File: src/rtl/operand_fetch_if.sv
// Signal bundle between operand_fetch and its neighbours: decode, writeback,
// register file and execute. The fetch block uses the slave view.
interface operand_fetch_if;
    logic        in_valid;
    logic        in_ready;
    logic [2:0]  in_rs_a;
    logic [2:0]  in_rs_b;
    logic [2:0]  in_rd;

    logic        wb_valid;
    logic [2:0]  wb_rd;
    logic [15:0] wb_data;

    logic        rf_write_enabled;
    logic [2:0]  rf_addr_dest;
    logic [15:0] rf_write_data;
    logic [2:0]  rf_addr_reg_a;
    logic [2:0]  rf_addr_reg_b;
    logic [15:0] rf_out_reg_a;
    logic [15:0] rf_out_reg_b;

    logic        out_valid;
    logic        out_ready;
    logic [15:0] out_op_a;
    logic [15:0] out_op_b;
    logic [2:0]  out_rd;

    modport slave (
        input  in_valid, in_rs_a, in_rs_b, in_rd,
        input  wb_valid, wb_rd, wb_data,
        input  rf_out_reg_a, rf_out_reg_b,
        input  out_ready,
        output in_ready,
        output rf_write_enabled, rf_addr_dest, rf_write_data,
        output rf_addr_reg_a, rf_addr_reg_b,
        output out_valid, out_op_a, out_op_b, out_rd
    );

    modport master (
        output in_valid, in_rs_a, in_rs_b, in_rd,
        output wb_valid, wb_rd, wb_data,
        output rf_out_reg_a, rf_out_reg_b,
        output out_ready,
        input  in_ready,
        input  rf_write_enabled, rf_addr_dest, rf_write_data,
        input  rf_addr_reg_a, rf_addr_reg_b,
        input  out_valid, out_op_a, out_op_b, out_rd
    );
endinterface

File: src/rtl/operand_fetch.sv
// Operand fetch sequencer: addresses the register file, waits out its read, forwards writebacks.
// OPFETCH_BYPASS_EN selects bypass registers; without it a colliding writeback forces a re-read.
//
// state | meaning
// IDLE  | no fetch in flight, ready for decode
// READ  | addresses presented, register file samples them at the closing edge
// LOAD  | register file data valid, operands captured at the closing edge
// VALID | operands presented downstream, tracking writebacks until taken
module operand_fetch (
    input  logic           clk,
    input  logic           rst,
    operand_fetch_if.slave bus
);
    typedef enum logic [1:0] {IDLE, READ, LOAD, VALID} state_t;

    state_t      state_q, state_d;
    logic [2:0]  addr_a_q, addr_a_d;
    logic [2:0]  addr_b_q, addr_b_d;
    logic [2:0]  rd_q, rd_d;
    logic [15:0] op_a_q, op_a_d;
    logic [15:0] op_b_q, op_b_d;
`ifdef OPFETCH_BYPASS_EN
    logic        byp_a_valid_q, byp_a_valid_d;
    logic        byp_b_valid_q, byp_b_valid_d;
    logic [15:0] byp_a_data_q, byp_a_data_d;
    logic [15:0] byp_b_data_q, byp_b_data_d;
`endif

    logic wb_hit_a;
    logic wb_hit_b;
    logic in_ready;
    logic accept;

    assign wb_hit_a = bus.wb_valid && (bus.wb_rd == addr_a_q);
    assign wb_hit_b = bus.wb_valid && (bus.wb_rd == addr_b_q);
    assign in_ready = (state_q == IDLE) || ((state_q == VALID) && bus.out_ready);
    assign accept   = bus.in_valid && in_ready;

    always_comb begin
        state_d  = state_q;
        addr_a_d = addr_a_q;
        addr_b_d = addr_b_q;
        rd_d     = rd_q;
        op_a_d   = op_a_q;
        op_b_d   = op_b_q;
`ifdef OPFETCH_BYPASS_EN
        byp_a_valid_d = byp_a_valid_q;
        byp_b_valid_d = byp_b_valid_q;
        byp_a_data_d  = byp_a_data_q;
        byp_b_data_d  = byp_b_data_q;
`endif

        case (state_q)
            IDLE: ;
            READ: begin
`ifdef OPFETCH_BYPASS_EN
                // Register file returns the old value for a write on the sampling edge.
                byp_a_valid_d = wb_hit_a;
                byp_b_valid_d = wb_hit_b;
                byp_a_data_d  = bus.wb_data;
                byp_b_data_d  = bus.wb_data;
                state_d       = LOAD;
`else
                state_d = (wb_hit_a || wb_hit_b) ? READ : LOAD;
`endif
            end
            LOAD: begin
`ifdef OPFETCH_BYPASS_EN
                op_a_d  = wb_hit_a      ? bus.wb_data  :
                          byp_a_valid_q ? byp_a_data_q : bus.rf_out_reg_a;
                op_b_d  = wb_hit_b      ? bus.wb_data  :
                          byp_b_valid_q ? byp_b_data_q : bus.rf_out_reg_b;
                state_d = VALID;
`else
                if (wb_hit_a || wb_hit_b) begin
                    state_d = READ;
                end else begin
                    op_a_d  = bus.rf_out_reg_a;
                    op_b_d  = bus.rf_out_reg_b;
                    state_d = VALID;
                end
`endif
            end
            VALID: begin
                if (wb_hit_a) op_a_d = bus.wb_data;
                if (wb_hit_b) op_b_d = bus.wb_data;
                if (bus.out_ready) state_d = IDLE;
            end
            default: state_d = IDLE;
        endcase

        // Acceptance only happens from IDLE or a completing VALID handshake.
        if (accept) begin
            addr_a_d = bus.in_rs_a;
            addr_b_d = bus.in_rs_b;
            rd_d     = bus.in_rd;
            state_d  = READ;
`ifdef OPFETCH_BYPASS_EN
            byp_a_valid_d = 1'b0;
            byp_b_valid_d = 1'b0;
`endif
        end
    end

    always_ff @(posedge clk) begin
        if (rst) begin
            state_q  <= IDLE;
            addr_a_q <= 3'd0;
            addr_b_q <= 3'd0;
            rd_q     <= 3'd0;
            op_a_q   <= 16'd0;
            op_b_q   <= 16'd0;
`ifdef OPFETCH_BYPASS_EN
            byp_a_valid_q <= 1'b0;
            byp_b_valid_q <= 1'b0;
            byp_a_data_q  <= 16'd0;
            byp_b_data_q  <= 16'd0;
`endif
        end else begin
            state_q  <= state_d;
            addr_a_q <= addr_a_d;
            addr_b_q <= addr_b_d;
            rd_q     <= rd_d;
            op_a_q   <= op_a_d;
            op_b_q   <= op_b_d;
`ifdef OPFETCH_BYPASS_EN
            byp_a_valid_q <= byp_a_valid_d;
            byp_b_valid_q <= byp_b_valid_d;
            byp_a_data_q  <= byp_a_data_d;
            byp_b_data_q  <= byp_b_data_d;
`endif
        end
    end

    assign bus.in_ready         = in_ready;
    assign bus.rf_write_enabled = bus.wb_valid && !rst;
    assign bus.rf_addr_dest     = bus.wb_rd;
    assign bus.rf_write_data    = bus.wb_data;
    assign bus.rf_addr_reg_a    = addr_a_q;
    assign bus.rf_addr_reg_b    = addr_b_q;
    assign bus.out_valid        = (state_q == VALID);
    assign bus.out_op_a         = op_a_q;
    assign bus.out_op_b         = op_b_q;
    assign bus.out_rd           = rd_q;
endmodule
File: src/flat_wrapper.sv
// flat-port wrapper written by rule: the top's interface ports become plain ports
module operand_fetch_flat 
  (clk, rst, bus_in_valid, bus_in_rs_a, bus_in_rs_b, bus_in_rd, bus_wb_valid, bus_wb_rd, bus_wb_data, bus_rf_out_reg_a, bus_rf_out_reg_b, bus_out_ready, bus_in_ready, bus_rf_write_enabled, bus_rf_addr_dest, bus_rf_write_data, bus_rf_addr_reg_a, bus_rf_addr_reg_b, bus_out_valid, bus_out_op_a, bus_out_op_b, bus_out_rd);
  operand_fetch_if bus_i ();
  input  logic clk;
  input  logic rst;
  input wire logic [$bits(bus_i.in_valid)-1:0] bus_in_valid;
  input wire logic [$bits(bus_i.in_rs_a)-1:0] bus_in_rs_a;
  input wire logic [$bits(bus_i.in_rs_b)-1:0] bus_in_rs_b;
  input wire logic [$bits(bus_i.in_rd)-1:0] bus_in_rd;
  input wire logic [$bits(bus_i.wb_valid)-1:0] bus_wb_valid;
  input wire logic [$bits(bus_i.wb_rd)-1:0] bus_wb_rd;
  input wire logic [$bits(bus_i.wb_data)-1:0] bus_wb_data;
  input wire logic [$bits(bus_i.rf_out_reg_a)-1:0] bus_rf_out_reg_a;
  input wire logic [$bits(bus_i.rf_out_reg_b)-1:0] bus_rf_out_reg_b;
  input wire logic [$bits(bus_i.out_ready)-1:0] bus_out_ready;
  output wire logic [$bits(bus_i.in_ready)-1:0] bus_in_ready;
  output wire logic [$bits(bus_i.rf_write_enabled)-1:0] bus_rf_write_enabled;
  output wire logic [$bits(bus_i.rf_addr_dest)-1:0] bus_rf_addr_dest;
  output wire logic [$bits(bus_i.rf_write_data)-1:0] bus_rf_write_data;
  output wire logic [$bits(bus_i.rf_addr_reg_a)-1:0] bus_rf_addr_reg_a;
  output wire logic [$bits(bus_i.rf_addr_reg_b)-1:0] bus_rf_addr_reg_b;
  output wire logic [$bits(bus_i.out_valid)-1:0] bus_out_valid;
  output wire logic [$bits(bus_i.out_op_a)-1:0] bus_out_op_a;
  output wire logic [$bits(bus_i.out_op_b)-1:0] bus_out_op_b;
  output wire logic [$bits(bus_i.out_rd)-1:0] bus_out_rd;
  assign bus_i.in_valid = bus_in_valid;
  assign bus_i.in_rs_a = bus_in_rs_a;
  assign bus_i.in_rs_b = bus_in_rs_b;
  assign bus_i.in_rd = bus_in_rd;
  assign bus_i.wb_valid = bus_wb_valid;
  assign bus_i.wb_rd = bus_wb_rd;
  assign bus_i.wb_data = bus_wb_data;
  assign bus_i.rf_out_reg_a = bus_rf_out_reg_a;
  assign bus_i.rf_out_reg_b = bus_rf_out_reg_b;
  assign bus_i.out_ready = bus_out_ready;
  assign bus_in_ready = bus_i.in_ready;
  assign bus_rf_write_enabled = bus_i.rf_write_enabled;
  assign bus_rf_addr_dest = bus_i.rf_addr_dest;
  assign bus_rf_write_data = bus_i.rf_write_data;
  assign bus_rf_addr_reg_a = bus_i.rf_addr_reg_a;
  assign bus_rf_addr_reg_b = bus_i.rf_addr_reg_b;
  assign bus_out_valid = bus_i.out_valid;
  assign bus_out_op_a = bus_i.out_op_a;
  assign bus_out_op_b = bus_i.out_op_b;
  assign bus_out_rd = bus_i.out_rd;
  operand_fetch u_core (.clk(clk), .rst(rst), .bus(bus_i));
endmodule
File: config.mk
export PLATFORM = sky130hd
export DESIGN_NAME = operand_fetch_flat
export DESIGN_NICKNAME = d
export VERILOG_FILES = /design/src/rtl/operand_fetch_if.sv /design/src/rtl/operand_fetch.sv /design/src/flat_wrapper.sv
export SDC_FILE = /design/constraint.sdc
export NUM_CORES = 1
export LEC_CHECK = 0
export BUFFER_PORTS_ARGS = -buffer_cell sky130_fd_sc_hd__buf_2
export CAP_MARGIN = 20
export CORE_UTILIZATION = 41
export CTS_BUF_LIST = sky130_fd_sc_hd__clkbuf_16
export DETAILED_ROUTE_END_ITERATION = 16
export PLACE_DENSITY = 0.76
export SLEW_MARGIN = 10
export SYNTH_ARGS = -nofsm -noshare
export SYNTH_HDL_FRONTEND = slang
export SYNTH_SLANG_ARGS = --single-unit
File: constraint.sdc
create_clock -name clk -period 1.4 [get_ports clk]
set_input_delay 0.14 -clock clk [delete_from_list [all_inputs] [get_ports clk]]
set_output_delay 0.14 -clock clk [all_outputs]
set_load 0.02 [all_outputs]
==> results of run 1 <==
[worst reg2reg max path: cells and delay by family (launching register included)]
| family | cells | cell delay (ns) |
|---|---|---|
| compound gates | 2 | 0.28 |
| xor+xnor | 1 | 0.17 |
| buf+inv | 2 | 0.28 |
| flops | 1 | 0.38 |
| simple gates | 1 | 0.28 |
[logic make-up after synthesis]
| group | synth area share [%] |
|---|---|
| compound gates | 29.3 |
| mux | 3.61 |
| xor+xnor | 3.16 |
| buf+inv | 12.0 |
| simple gates | 17.4 |
| flops | 34.5 |
[power by group through the flow]
stage                     Combinational, uW  Sequential [uW]  Clock, uW
after global placement                 1450             1490          0
after detailed placement               1470             1490          0
after CTS                              1500             1470       1150
final                                  1560             1480       1140
after global routing                   1660             1490       1220
after floorplan                         828             1620          0
[registers in the layout, indices dropped and copies added, names as in the netlist]
name and flops:
u_core.bus.out_op_a 16, u_core.bus.out_op_b 16, u_core.bus.out_rd 3, u_core.bus.rf_addr_reg_a 3, u_core.bus.rf_addr_reg_b 3, u_core.state_q 2
[final cells by class]
class	instances	area, sq um	area share [%]
tap	75	93.8	2.54
multi-input combinational	184	1570	42.6
clock buffer	5	125	3.39
timing repair buffer	160	985	26.7
clock inverter	3	15.0	0.407
inverter	3	11.3	0.305
sequential	43	888	24.1
[metal layers]
metal / GRT usage [%] / up-vias
met4: 8.39 / 0
met3: 3.20 / 10
met1: 30.3 / 1301
met5: 0 / -
met2: 42.1 / 141
li1: - / 1272
[stage by stage]
stage               cell area, sq um  setup slack [ns]  TNS (ns)  instances  power (uW)
floorplan                       2660           -0.0801     -1.22        275        2450
global placement                3370           -0.0859     -2.45        459        2930
detailed placement              3370            -0.141     -3.90        459        2960
CTS                             3580           -0.0550    -0.762        469        4120
global route                    3690            -0.133     -3.35        473        4370
finish                          3690           -0.0722     -1.41        473        4180
[worst min-delay path by stage]
| stage | start | end | slack, ns | cells past startpoint |
|---|---|---|---|---|
| 2_1_floorplan | bus_out_ready | u_core.state_q[1] | 0.25 | 1 |
| 3_3_place_gp | bus_out_ready | u_core.state_q[1] | 0.36 | 2 |
| 3_5_place_dp | bus_out_ready | u_core.state_q[1] | 0.37 | 2 |
| 4_1_cts | bus_out_ready | u_core.state_q[1] | 0.06 | 2 |
| 5_1_grt | bus_out_ready | u_core.state_q[1] | 0.08 | 2 |
| 6_report | bus_out_ready | u_core.state_q[1] | 0.08 | 2 |
[cell usage in the layout, fill, tap and decap left out, types with 2 or more instances in the layout]
master,n
buf_6,3
a21oi_1,29
o22ai_1,14
buf_12,7
dfxtp_4,7
a21oi_2,3
a32o_1,16
nand3_1,16
mux2i_1,9
inv_1,4
o32ai_1,2
nor2_1,10
a221oi_1,2
nor2b_1,2
a221oi_2,14
buf_4,24
xnor2_4,6
nand2_1,19
nand2_2,2
clkbuf_16,5
buf_2,126
nand3b_1,15
dfxtp_1,35
nand4_4,2
xor2_4,2
[timing repair]
action | 4_1_cts | 5_1_grt
gates resized for setup | 10 | 14
pin swaps | 6 | 10
cloned | 1 | 1
setup buffers | 2 | 3
hold endpoints to repair | 0 | 0
endpoints found under the setup margin | 43 | 40
==> summary.txt, run 1 <==
Route
  – DR vias/cell: ~5.8
  – DR iter-0 viols: 163
  – DRC: 0
  – Via count: between 2000 and 3000
  – Met3 WL: 697 um
  – Post-route ant nets: 0
  – Wirelength per Cell: around 17 um
  – M1 WL: 3270 um
  – Met2 wire len: approximately 4100 um
  – 1st-pass router iterations: 4
  – WL final: 8110 um
  – DR top layer: met4

Hold path
  – Worst min path class: input pin to flip-flop

Setup path
  – Critical path startpoint category: flip-flop
  – Critical path peak fanout: 7
  – Critical Path RT: ~1.6 ns
  – Worst path top cell family by delay: flip-flops
  – Critical path cell sequence: xor2_4, nor3_4, buf_4, buf_6, a21oi_1, a221oi_2
  – Critical Path AT: between 1.5 and 2 ns
  – End of the critical path: u_core.bus.out_op_a[8]
  – CP max-delay cell: dfxtp_4
  – Crit Path Class: flip-flop to flip-flop
  – WP buf/inv: 2
  – CP max stage delay: roughly 0.38 ns
  – FF-to-FF path depth: 6
  – FF-to-FF setup slack: -0.07 ns
  – R2r endpoint: u_core.bus.out_op_a[8]
  – Instance count on the critical path: 6
  – Crit path launch: u_core.bus.rf_addr_reg_a[0]
  – Worst r2r src: u_core.bus.rf_addr_reg_a[0]
  – Crit. End Element: flip-flop

Clock tree
  – H-tree levels: 2
  – CTS tree: built
  – Hold buffers post-CTS: 0
  – CTS clk-pin slew, worst paths: ~0.060 ns
  – CTS buffer count: 5
  – Worst-Skew Late Latency: 0.29 ns
  – Worst-case clock buffer depth: 2
  – Root buffer cell: clkbuf_16
  – CTS sink cnt: 43

Power
  – Switch Pwr: 1490 uW
  – Leakage power: about 0.0017 uW
  – Maximum vdd drop: approximately 0.66 mV
  – Clock power frac: 27.3%
  – Int Pwr: between 2000 and 3000 uW
  – Flop pwr share: around 35%
  – Pwr dens: approximately 1100 nW/um^2
  – Combinational power share: around 37%
  – Switching Share: between 30 and 40%

Finish
  – Area Growth Syn to Fin: 47.9%
  – Layout cells sized above 1: a little over half
  – Final Core Density: between 60% and 70%
  – Nets: 462
  – Antenna diode instance count: 0
  – Fill cell count: approximately 540

Timing
  – Worst-Margin Slew: 0.351 ns
  – Setup violators final: 28
  – Skew final: around 0.0061 ns
  – Relative slew margins: between 70% and 80%
  – RSZ-0062 raised after global routing: yes
  – Fin crit share: 105%
  – Worst setup margin: -0.0722 ns
  – Endpoints failing hold: 0
  – FMAX: around 680 MHz
  – WHS: between 0.07 and 0.08 ns
  – Final Critical Period: 1.47 ns
  – Slew Viols, Final: 0

Synthesis
  – Mapped Area: 2490 sq um
  – EDFF count, synth: 0
  – Post-Synthesis Cells: 275
  – Syn_nets: 340
  – Top cells by count, synth: dfxtp_1 (43), a21oi_1 (33), buf_4 (20), nand2_1 (20)
  – Synthesis warning total: 0
  – Register area share after synthesis: between 30% and 40%
  – Post-synth top area cell: dfxtp_1
  – Top cells by area, synth: dfxtp_1 (35%), a21oi_1 (6.6%), a32o_1 (6.4%)
  – Number of register bits inferred by synthesis: 43
  – Yosys cell types: between 40 and 50
  – Ys flop type: dfxtp_1
  – Syn avg cell area: between 9 and 10 sq um
  – Share of the synthesized area in the top cell type: 34.5%
  – Asr flop ratio synth: 0%
  – Count leader, synth: dfxtp_1

GRT
  – GR Util All Layers: 24.1%
  – Initial antenna violation count: 0
  – Global-route wire length before repair: 11700 um
  – Pin count of the biggest net entering global routing: 32
  – Grt total ovfl: 0
  – Vias in the first global route: between 2000 and 2500

Place
  – Port-buffer cells: ~130
  – Hpwl dp: approximately 5700 um
  – Routability cong.: a little over 0.8

Run
  – Max cap viols: 0

Die
  – Initial Util: 42.4%
  – Die area: 6400 sq um
  – Site Rows: 28
  – Die width: roughly 80 um
  – Die Height: 80.0 um
  – I/O Pins: approximately 130
  – Core area: about 5900 sq um

Outcome
  – Status: complete, but fails checks
  – Failing checks: setup timing
Note: power is estimated with default switching activity, not from simulation.
==> inputs of run 2 (changes only) <==
--- a/config.mk
+++ b/config.mk
@@ -15,3 +15,4 @@
 export SYNTH_ARGS = -nofsm -noshare
 export SYNTH_HDL_FRONTEND = slang
 export SYNTH_SLANG_ARGS = --single-unit
+export TNS_END_PERCENT = 20
==> run 2 against run 1 <==
The run still ends with setup timing left; combinational power barely moved; clock power barely moved; maximum frequency fell by 0.30%; utilization rose by 0.28 points; critical path depth did not move; clock skew rose by 0.0016 ns; routed wire length fell by 2.3%; die area did not move; total power rose by 0.65%; flip-flop and latch count did not move.
==> summary.txt, run 2 (synthesized netlist as in run 1, its figures left out) <==
Timing
  – RSZ-0062 raised after global routing: yes
  – Fin crit share: 105% (+0.32 points)
  – Setup violators final: 29 (+3.6%)
  – Slew Viols, Final: 0 (unchanged)
  – Worst-Margin Slew: 0.362 ns (+0.0107 ns)
  – Final Critical Period: 1.48 ns (+0.00446 ns)
  – FMAX: 677 MHz (-0.30%)
  – Post-route setup TNS: -1.49 ns (-0.0833 ns)
  – Skew final: 0.00773 ns (+0.00162 ns)
  – Endpoints failing hold: 0 (unchanged)
  – Worst setup margin: -0.0766 ns (-0.00446 ns)
  – Relative slew margins: 75.8% (-0.71 points)

Setup path
  – Worst r2r src: u_core.bus.rf_addr_reg_a[1]
  – Critical path cell sequence: xor2_4, nor3_4, buf_6, buf_12, a21oi_1, a221oi_1
  – CP max-delay cell: dfxtp_4
  – CP max stage delay: 0.38 ns (about the same)
  – FF-to-FF setup slack: -0.08 ns (about the same)
  – R2r endpoint: u_core.bus.out_op_a[2]
  – Critical Path AT: 1.67 ns (about the same)
  – Crit. End Element: flip-flop
  – Critical path peak fanout: 7 (unchanged)
  – FF-to-FF path depth: 6 (unchanged)
  – Critical path startpoint category: flip-flop
  – Crit Path Class: flip-flop to flip-flop
  – Critical Path RT: 1.60 ns (about the same)

Hold path
  – HP Start: bus_out_ready
  – Hold Crit Endpoint: u_core.state_q[1]
  – Worst min path class: input pin to flip-flop
  – Worst hold path depth: 2 (unchanged)

Clock tree
  – CTS sink cnt: 43 (unchanged)
  – CTS tree: built
  – Hold buffers post-CTS: 0 (unchanged)
  – H-tree levels: 2 (unchanged)
  – CTS buffer count: 5 (unchanged)
  – Worst-case clock buffer depth: 2 (unchanged)
  – Worst-Skew Late Latency: 0.29 ns (about the same)
  – Root buffer cell: clkbuf_16
  – CTS clk-pin slew, worst paths: 0.07 ns (about the same)

GRT
  – Pin count of the biggest net entering global routing: 37 (+16%)
  – Vias in the first global route: 2434 (+2.6%)
  – Initial antenna violation count: 0 (unchanged)
  – GR Util All Layers: 24.5% (+0.40 points)
  – Global-route wire length before repair: 11900 um (+1.7%)
  – Grt total ovfl: 0 (unchanged)

Finish
  – Non-filler cells, final: 474 (+0.21%)
  – Finished layout cell area: 3700 sq um (+0.44%)
  – Commonest non-fill, non-tap cell in the layout: buf_2
  – Nets: 463 (+0.22%)
  – Most frequent cells in the layout: buf_2 (126), dfxtp_1 (36), a21oi_1 (27)
  – Layout cells sized above 1: 54.4% (+0.37 points)
  – Area Growth Syn to Fin: 48.6%
  – Fill cell count: 505 (-5.8%)
  – Antenna diode instance count: 0 (unchanged)

Die
  – Die area: 6400 sq um (unchanged)
  – Die Height: 80.0 um (unchanged)
  – Core area: 5890 sq um (unchanged)
  – I/O Pins: 128 (unchanged)
  – Initial Util: 42.4% (unchanged)
  – Die width: 80.0 um (unchanged)
  – Site Rows: 28 (unchanged)

Power
  – Maximum vdd drop: 0.589 mV (-10%)
  – Overall Power: 4210 uW (+0.65%)
  – Pwr dens: 1140 nW/um^2 (+0.21%)
  – Leakage power: 0.00166 uW (about the same)

Place
  – Routability cong.: 0.860 (+4.9%)
  – Port-buffer cells: 127 (unchanged)
  – Placed Area: 3350 sq um (-0.71%)
  – Placed Instances: 461 (+0.44%)
  – Worst slack, placed: -0.107 ns (+0.0343 ns)
  – Hpwl dp: 5650 um (-1.3%)

Route
  – WL final: 7930 um (-2.3%)
  – DR iter-0 viols: 212 (+30%)
  – DRC: 0 (unchanged)
  – 1st-pass router iterations: 4 (unchanged)
  – Post-route ant nets: 0 (unchanged)
  – Wirelength per Cell: 16.7 um (-2.5%)
  – Via count: 2706 (-0.66%)
  – DR vias/cell: 5.71 (-0.87%)

Outcome
  – Failing checks: setup timing
  – Status: complete, but fails checks

Run
  – Max cap viols: 0 (unchanged)
-- run 2: timing repair --
action,4_1_cts,5_1_grt
gates cloned,2,0
setup endpoints to repair,42,44
buffers inserted,5,0
pin swaps,4,8
gates resized for setup,19,10
-- run 2: area by class of cell --
class | instances | area (sq um) | area share [%]
well taps | 75 | 93.8 | 2.53
flip-flops and latches | 43 | 887 | 23.9
clock inverters | 3 | 22.5 | 0.608
multi-input cells | 184 | 1590 | 42.8
clock buffers | 5 | 125 | 3.38
inverters | 3 | 11.3 | 0.304
repair buffers | 161 | 980 | 26.4
-- run 2: worst max path at each step --
stage | startpoint | to | slack [ns] | cells after the start
5_1_grt | u_core.bus.rf_addr_reg_a[1] | u_core.bus.out_op_a[0] | -0.15 | 6
4_1_cts | u_core.bus.rf_addr_reg_a[1] | u_core.bus.out_op_a[0] | -0.06 | 6
6_report | u_core.bus.rf_addr_reg_a[1] | u_core.bus.out_op_a[2] | -0.08 | 6
2_1_floorplan | u_core.bus.rf_addr_reg_b[0] | u_core.bus.out_op_b[0] | -0.08 | 6
3_3_place_gp | u_core.state_q[1] | u_core.bus.rf_addr_reg_a[2] | -0.05 | 4
3_5_place_dp | u_core.bus.rf_addr_reg_a[1] | u_core.bus.out_op_a[0] | -0.11 | 6
-- run 2: critical path, delay by kind of cell, from the launching register on --
family	cells	cell delay (ns)
AND/OR/NAND/NOR	1	0.25
buffers and inverters	2	0.27
XOR/XNOR	1	0.19
AO/OA/AOI/OAI	2	0.28
flip-flops	1	0.38
-- run 2: routing by layer --
layer  part of all wire, %  GRT usage [%]
met1                    40           30.2
met2                    49           42.6
met3                   8.8           4.80
met4                   1.6           8.21
met5                     0              0
-- run 2: where the power goes --
part / leakage, uW / internal (uW) / switching, uW / total (uW)
combinational: 0.00123 / 673 / 885 / 1560
clock: 0.0000708 / 668 / 507 / 1170
sequential: 0.000356 / 1360 / 112 / 1470
-- run 2: stage by stage --
step / util [%] / hold slack [ns]
floorplan: - / 0.247
global placement: 56.9 / 0.349
detailed placement: 56.9 / 0.369
CTS: 62.4 / 0.0684
global route: 62.9 / 0.0924
finish: 62.9 / 0.0678
